==> config.mk <==
export PLATFORM = sky130hd
export DESIGN_NAME = sd_bmp_loader
export DESIGN_NICKNAME = d
export VERILOG_FILES = /design/src/rtl/sd_bmp_loader.sv
export SDC_FILE = /design/constraint.sdc
export NUM_CORES = 1
export LEC_CHECK = 0
export ABC_CLOCK_PERIOD_IN_PS = 3150
export BUFFER_PORTS_ARGS = -buffer_cell sky130_fd_sc_hd__buf_2
export CORE_ASPECT_RATIO = 0.75
export CORE_MARGIN = 2
export CORE_UTILIZATION = 40
export DETAILED_ROUTE_END_ITERATION = 6
export PLACE_DENSITY = 0.65
export SYNTH_ARGS = -nofsm -noshare
export SYNTH_HDL_FRONTEND = slang
export SYNTH_SLANG_ARGS = --single-unit
==> constraint.sdc <==
create_clock -name clk -period 3.15 [get_ports clk]
set_input_delay 0 -clock clk [delete_from_list [all_inputs] [get_ports clk]]
set_output_delay 0 -clock clk [all_outputs]
set_load 0.03 [all_outputs]
==> src/rtl/sd_bmp_loader.sv <==
// SD-to-SDRAM BMP loader: sectors of one image per request, header stripped, pixels written as RGB565; writes trail their SD word by 1 cycle.
// No backpressure on SD words or SDRAM strobes. Define SD_BMP_AUTOLOAD_EN to boot-load every slot after reset.
module sd_bmp_loader #(
   parameter int IMG_NUM    = 8,
   parameter int IDX_W      = 3,
   parameter int ADDR_W     = 24,
   parameter int IMG_STRIDE = 307200,
   parameter int HEAD_BYTES = 54
) (
   input  logic                    clk,
   input  logic                    rst_n,
   input  logic [32*IMG_NUM-1:0]   sec_table,
   input  logic [15:0]             sd_sec_num,
   input  logic [ADDR_W-1:0]       pix_max,
   input  logic                    bpp16,
   input  logic                    load_req,
   input  logic [IDX_W-1:0]        load_idx,
   input  logic                    rd_busy,
   input  logic                    sd_rd_val_en,
   input  logic [15:0]             sd_rd_val_data,
   output logic                    rd_start_en,
   output logic [31:0]             rd_sec_addr,
   output logic                    sdram_wr_en,
   output logic [ADDR_W-1:0]       sdram_wr_addr,
   output logic [15:0]             sdram_wr_data,
   output logic                    busy,
   output logic                    load_done,
   output logic                    boot_done
);

   localparam int HEAD_WORDS = HEAD_BYTES / 2;

   typedef enum logic [1:0] {IDLE, START, WAIT_SEC, FINISH} rd_state_e;
   typedef enum logic [1:0] {HEAD, DATA, DRAIN} px_state_e;

   rd_state_e         rd_state_q;
   px_state_e         px_state_q;
   logic              busy_d0_q, busy_d1_q;
   logic [IDX_W-1:0]  idx_q;
   logic              bpp16_q;
   logic [15:0]       sec_num_q, sec_cnt_q, sec_cnt_d;
   logic              rd_start_en_q, busy_q, load_done_q, boot_done_q;
   logic [31:0]       rd_sec_addr_q;
   logic [15:0]       hw_cnt_q;
   logic [1:0]        phase_q;
   logic [15:0]       w0_q, w1_q;
   logic [ADDR_W-1:0] pix_cnt_q, pix_cnt_d, slot_base;
   logic              wr_en_q;
   logic [ADDR_W-1:0] wr_addr_q;
   logic [15:0]       wr_data_q;

   logic              req_vld, req_ok, sec_fall, word_take, px_vld;
   logic [IDX_W-1:0]  req_idx;
   logic [15:0]       px_dat;

   function automatic logic [15:0] to565(input logic [23:0] rgb);
      return {rgb[23:19], rgb[15:10], rgb[7:3]};
   endfunction

`ifdef SD_BMP_AUTOLOAD_EN
   logic [IDX_W-1:0] auto_idx_q;
   // Until every slot has been boot-loaded the request comes from the slot walker.
   assign req_vld = boot_done_q ? load_req : 1'b1;
   assign req_idx = boot_done_q ? load_idx : auto_idx_q;
`else
   assign req_vld = load_req;
   assign req_idx = load_idx;
`endif

   assign req_ok    = req_vld && (32'(req_idx) < IMG_NUM);
   assign sec_fall  = busy_d1_q & ~busy_d0_q;
   assign sec_cnt_d = sec_cnt_q + 16'd1;
   assign pix_cnt_d = pix_cnt_q + ADDR_W'(1);
   assign slot_base = ADDR_W'(IMG_STRIDE) * ADDR_W'(idx_q);
   assign word_take = sd_rd_val_en && busy_q && (rd_state_q != FINISH);

   always_ff @(posedge clk or negedge rst_n) begin
      if (!rst_n) begin
         rd_state_q    <= IDLE;
         busy_d0_q     <= 1'b0;
         busy_d1_q     <= 1'b0;
         idx_q         <= '0;
         bpp16_q       <= 1'b0;
         sec_num_q     <= '0;
         sec_cnt_q     <= '0;
         rd_sec_addr_q <= '0;
         rd_start_en_q <= 1'b0;
         busy_q        <= 1'b0;
         load_done_q   <= 1'b0;
         boot_done_q   <= 1'b0;
`ifdef SD_BMP_AUTOLOAD_EN
         auto_idx_q    <= '0;
`endif
      end else begin
         busy_d0_q     <= rd_busy;
         busy_d1_q     <= busy_d0_q;
         rd_start_en_q <= 1'b0;
         load_done_q   <= 1'b0;
`ifndef SD_BMP_AUTOLOAD_EN
         boot_done_q   <= 1'b1;
`endif
         case (rd_state_q)
            IDLE: begin
               if (req_ok) begin
                  idx_q         <= req_idx;
                  bpp16_q       <= bpp16;
                  sec_num_q     <= sd_sec_num;
                  sec_cnt_q     <= '0;
                  rd_sec_addr_q <= sec_table[req_idx*32 +: 32];
                  busy_q        <= 1'b1;
                  if (sd_sec_num == 16'd0) rd_state_q <= FINISH;
                  else                     rd_state_q <= START;
               end
            end
            START: begin
               rd_start_en_q <= 1'b1;
               rd_state_q    <= WAIT_SEC;
            end
            WAIT_SEC: begin
               if (sec_fall) begin
                  rd_sec_addr_q <= rd_sec_addr_q + 32'd1;
                  sec_cnt_q     <= sec_cnt_d;
                  if (sec_cnt_d == sec_num_q) rd_state_q <= FINISH;
                  else                        rd_state_q <= START;
               end
            end
            FINISH: begin
               load_done_q <= 1'b1;
               busy_q      <= 1'b0;
               rd_state_q  <= IDLE;
`ifdef SD_BMP_AUTOLOAD_EN
               if (!boot_done_q) begin
                  if (auto_idx_q == IDX_W'(IMG_NUM - 1)) boot_done_q <= 1'b1;
                  else                                    auto_idx_q  <= auto_idx_q + 1'b1;
               end
`endif
            end
            default: rd_state_q <= IDLE;
         endcase
      end
   end

   // 24 bpp: three words carry two BGR pixels; the pixel completes on w1 and on w2.
   always_comb begin
      px_vld = 1'b0;
      px_dat = {sd_rd_val_data[7:0], sd_rd_val_data[15:8]};
      if (word_take && px_state_q == DATA) begin
         if (bpp16_q) begin
            px_vld = 1'b1;
         end else if (phase_q == 2'd1) begin
            px_vld = 1'b1;
            px_dat = to565({sd_rd_val_data[15:8], w0_q[7:0], w0_q[15:8]});
         end else if (phase_q == 2'd2) begin
            px_vld = 1'b1;
            px_dat = to565({sd_rd_val_data[7:0], sd_rd_val_data[15:8], w1_q[7:0]});
         end
      end
   end

   always_ff @(posedge clk or negedge rst_n) begin
      if (!rst_n) begin
         px_state_q <= HEAD;
         hw_cnt_q   <= '0;
         phase_q    <= '0;
         w0_q       <= '0;
         w1_q       <= '0;
         pix_cnt_q  <= '0;
         wr_en_q    <= 1'b0;
         wr_addr_q  <= '0;
         wr_data_q  <= '0;
      end else begin
         wr_en_q <= 1'b0;
         if (rd_state_q == FINISH) begin
            px_state_q <= HEAD;
            hw_cnt_q   <= '0;
            phase_q    <= '0;
            pix_cnt_q  <= '0;
         end else if (word_take) begin
            case (px_state_q)
               HEAD: begin
                  if (hw_cnt_q == 16'(HEAD_WORDS - 1)) begin
                     hw_cnt_q <= '0;
                     if (pix_max == '0) px_state_q <= DRAIN;
                     else               px_state_q <= DATA;
                  end else begin
                     hw_cnt_q <= hw_cnt_q + 16'd1;
                  end
               end
               DATA: begin
                  if (!bpp16_q) begin
                     if (phase_q == 2'd0) w0_q <= sd_rd_val_data;
                     if (phase_q == 2'd1) w1_q <= sd_rd_val_data;
                     phase_q <= (phase_q == 2'd2) ? 2'd0 : phase_q + 2'd1;
                  end
                  if (px_vld) begin
                     wr_en_q   <= 1'b1;
                     wr_addr_q <= slot_base + pix_cnt_q;
                     wr_data_q <= px_dat;
                     pix_cnt_q <= pix_cnt_d;
                     if (pix_cnt_d >= pix_max) px_state_q <= DRAIN;
                  end
               end
               default: ;
            endcase
         end
      end
   end

   assign rd_start_en   = rd_start_en_q;
   assign rd_sec_addr   = rd_sec_addr_q;
   assign sdram_wr_en   = wr_en_q;
   assign sdram_wr_addr = wr_addr_q;
   assign sdram_wr_data = wr_data_q;
   assign busy          = busy_q;
   assign load_done     = load_done_q;
   assign boot_done     = boot_done_q;

endmodule

==> flow_summary.yaml <==
cts:
  cts_buffers: 17
  cts_tree: "yes"
  cts_root_buf: "clkbuf_16"
  clock-sinks: 177
  path_clk_slew_ns: 0.07
  cts_buffer_depth: 2
  clock_latency_ns: 0.45
  h-tree-depth: 4
detailed_routing:
  routed.top_layer: "met5"
  post-route-drc-count: 0
  ant_nets: 0
  wl_um: 42800
  first_pass_iters: 5
  met2WireLength_um: 20000
  avgRoutedWirePerCell_um: 20.6
  met1_length_um: 18800
  via_per_inst: 5.65
  num_vias: 11800
  route.met3.wl_um: 2900
  drt_iter0_drc: 905
worst_setup_path:
  arrival_ns: 3.33
  slowest_stage: "dfrtp_2"
  setup.worst_path.end_class: "register"
  cp_top_family: "simple AND/OR/NAND/NOR gates"
  critPathKind: "reg2reg"
  cp_cell_sequence: "and3_4 > nand4_2 > or2_4 > nor3_4 > buf_4 > xor2_1 > ha_1 > nand2_1 > nor2_1 > a211oi_2 > o211ai_1 > o21ai_0 > a21oi_1 > mux2_2"
  cp-start-kind: "register"
  cp_num_buf_inv: 1
  cp_max_fo: 5
  slowest_delay_ns: 0.42
  required_ns: 3.48
timing:
  fin_crit_ns: 3.00
  setup_viol_count_final: 0
  timing.final.ws_setup_ns: 0.146
  maxSlewHeadroom_pct: 35.6
  max_freq_mhz: 333
  fin_crit_sh_pct: 95.4
  hold_ws_ns: 0.0150
  rsz0062_at_grt: "true"
  slew_viol_final: 0
  worst_pin_slew_ns: 0.966
  fin_skew_ns: 0.0142
  hold_viol_final: 0
  fin_tns_setup_ns: 0
yosys:
  ys_ff_latch: 177
  yosysUniqueCellTypes: 70
  synth_area_leaders: "dfrtp_1 36%, mux4_2 12%, mux2_2 5.7%"
  synthArstFlopShare_pct: 100
  synth_area_sq_mm: 0.0123
  syn_inst: 1252
  ys.flop_type: "dfrtp_1"
  synth_largest_area_cell: "dfrtp_1"
  ys_warn_count: 0
  netlist.area_leader.share_pct: 35.9
  ys_seq_area_share_pct: 35.9
  synth_edf_count: 0
  syn_avg_cell_area_sq_um: 9.85
  synth_nets: 1625
worst_hold_path:
  hold_path.class: "in2reg"
floorplanning:
  io_pins: 398
  start_util_pct: 40.7
  rows: 55
  die_w_um: 207
  core_sq_mm: 0.0303
  die-area_sq_mm: 0.0323
  die_y_um: 156
cells_and_area:
  nets: 2041
  area_growth_syn_to_layout_pct: 28.8
  layout-drive-gt1-share_pct: 37.8
  final_util_pct: 52.5
placement:
  place_congestion: 0.976
  io_buffers: 397
  hpwlAfterDp_um: 33300
  dp_slack_ns: 0.0719
global_routing:
  grt_pass1_wl_um: 66100
  grt_util_all_layers_pct: 26.8
  grt_pass1_vias: 11500
  grt_start_max_net_pins: 117
  antenna_found_initial: 8
  grt-ovfl-total: 0
power:
  p_total_uw: 11100
  total_leakage_power_uw: 0.00751
  ir_drop_uv: 398
  powerDensity_mw_per_mm2: 701
flow_run:
  maxCapViolCount: 0
status:
  status: "complete, no violations"
==> worst reg2reg max path, cell delays in order (launching register included) <==
cell and delay, ns:
dfrtp_2 0.42, and3_4 0.21, nand4_2 0.14, or2_4 0.29, nor3_4 0.19, buf_4 0.15, xor2_1 0.06, ha_1 0.32
nand2_1 0.07, nor2_1 0.12, a211oi_2 0.05, o211ai_1 0.20, o21ai_0 0.12, a21oi_1 0.20, mux2_2 0.35
==> final cells by class <==
| cell class | instances | area (sq um) |
|---|---|---|
| diodes | 3 | 7.51 |
| clock buffers | 17 | 425 |
| clock inverters | 15 | 175 |
| fillers | 2790 | 14400 |
| inverters | 39 | 146 |
| multi-input cells | 957 | 7490 |
| flip-flops and latches | 177 | 4440 |
| well taps | 399 | 499 |
| repair buffers | 476 | 2700 |
==> kinds of logic (layout without fill, tap and decap cells) <==
group	after synthesis	after routing	synth area share (%)
simple gates	395	395	16.0
flops	177	177	35.9
buf+inv	118	547	4.02
compound gates	282	282	13.9
xor+xnor	83	83	5.89
other cells	1	4	0.0304
mux	144	144	18.8
fa+ha+maj	52	52	5.40
==> cell usage after synthesis (2+ instances only) <==
| library cell | number |
|---|---|
| nor2b_1 | 19 |
| and3_1 | 19 |
| nor3_1 | 13 |
| a31oi_1 | 16 |
| buf_2 | 23 |
| a21oi_1 | 71 |
| mux2_2 | 63 |
| nand2_1 | 105 |
| a21o_1 | 8 |
| nand3_1 | 38 |
| or2_2 | 2 |
| a2bb2oi_1 | 7 |
| nor3b_1 | 4 |
| o22a_1 | 15 |
| o32a_1 | 2 |
| xnor2_1 | 35 |
| buf_1 | 7 |
| or3_1 | 7 |
| o22ai_1 | 20 |
| and2_1 | 7 |
| mux2i_1 | 17 |
| and4_1 | 7 |
| mux4_2 | 64 |
| o21ai_0 | 86 |
| nor2_1 | 112 |
| dfrtp_1 | 177 |
| o31ai_1 | 24 |
| a211oi_1 | 14 |
| inv_1 | 39 |
| nor4_1 | 15 |
| xor2_1 | 48 |
| o211ai_1 | 4 |
| clkbuf_1 | 43 |
| fa_1 | 2 |
| a22o_1 | 2 |
| buf_4 | 4 |
| nand4_1 | 22 |
| nand3_2 | 2 |
| nand2b_1 | 7 |
| ha_1 | 50 |
| o21ai_1 | 3 |
==> sequential cells by signal (all words and copies together) (netlist names), 2 cells and up <==
name	flops
w0_q	11
sec_cnt_q	16
sdram_wr_data	16
rd_sec_addr	32
sec_num_q	16
sdram_wr_addr	24
w1_q	5
px_state_q	2
idx_q	3
phase_q	2
hw_cnt_q	16
pix_cnt_q	24
rd_state_q	2
==> metal layers <==
metal  track usage (%)  vias to the layer above
met4              8.34                        8
met5                 0                        -
li1                  -                     5438
met1              35.6                     5830
met3              6.89                       70
met2              42.8                      416
==> where the power goes <==
part / switching [uW] / internal [uW] / leakage (uW)
logic: 3150 / 2110 / 0.00497
clock network: 1050 / 1130 / 0.000285
registers: 721 / 2980 / 0.00225
total: 4920 / 6220 / 0.00751
==> cell usage in the layout (no fill, tap or decap), types with 4 or more instances in the layout <==
cell,netlist,layout
or3_1,7,7
nand2b_1,7,7
and2_1,7,7
buf_2,23,395
a21o_1,8,8
a31oi_1,16,16
a2bb2oi_1,7,7
and4_1,7,7
clkinv_4,0,4
nand4_1,22,22
xor2_1,48,48
o22ai_1,20,20
o211ai_1,4,4
o31ai_1,24,23
mux2i_1,17,17
mux4_2,64,64
o21ai_1,3,4
a211oi_1,14,11
nor2b_1,19,18
clkbuf_16,0,17
a21oi_1,71,69
dfrtp_2,0,5
inv_1,39,39
and3_1,19,16
nor3_1,13,13
o22a_1,15,15
ha_1,50,48
buf_4,4,42
nor4_1,15,15
dlygate4sd3_1,0,36
xnor2_1,35,35
nor2_1,112,111
o21ai_0,86,85
inv_6,0,4
dfrtp_1,177,172
nand3_1,38,38
nand2_1,105,104
mux2_2,63,63
==> timing repair <==
| item | CTS | global route |
|---|---|---|
| gates resized for setup | 1 | 18 |
| endpoints found under the hold margin | 227 | 0 |
| pin swaps | 0 | 8 |
| hold buffers | 36 | 0 |
| setup buffers | 0 | 5 |
| endpoints found under the setup margin | 1 | 6 |
==> worst paths after layout <==
| check | start | endpoint | slack [ns] | depth (start not counted) |
|---|---|---|---|---|
| worst max-delay path | pix_cnt_q[1] | px_state_q[0] | 0.15 | 14 |
| worst min-delay path | sd_rd_val_en | phase_q[0] | 0.02 | 5 |
| worst max register to register | pix_cnt_q[1] | px_state_q[0] | 0.15 | 14 |
| worst min register to register | busy_d0_q | busy_d1_q | 0.37 | 0 |
| max in group asynchronous | rst_n | sdram_wr_addr[3] | 2.20 | 3 |
| min in group asynchronous | rst_n | pix_cnt_q[3] | 0.17 | 3 |
==> metrics by stage <==
stage,cells,instance area (sq um)
2_1_floorplan,1252,12300
5_1_grt,2082,15900
3_5_place_dp,2007,14800
4_1_cts,2075,15800
3_3_place_gp,2007,14800
6_report,2083,15900
Power figures use the tool's default switching activity.
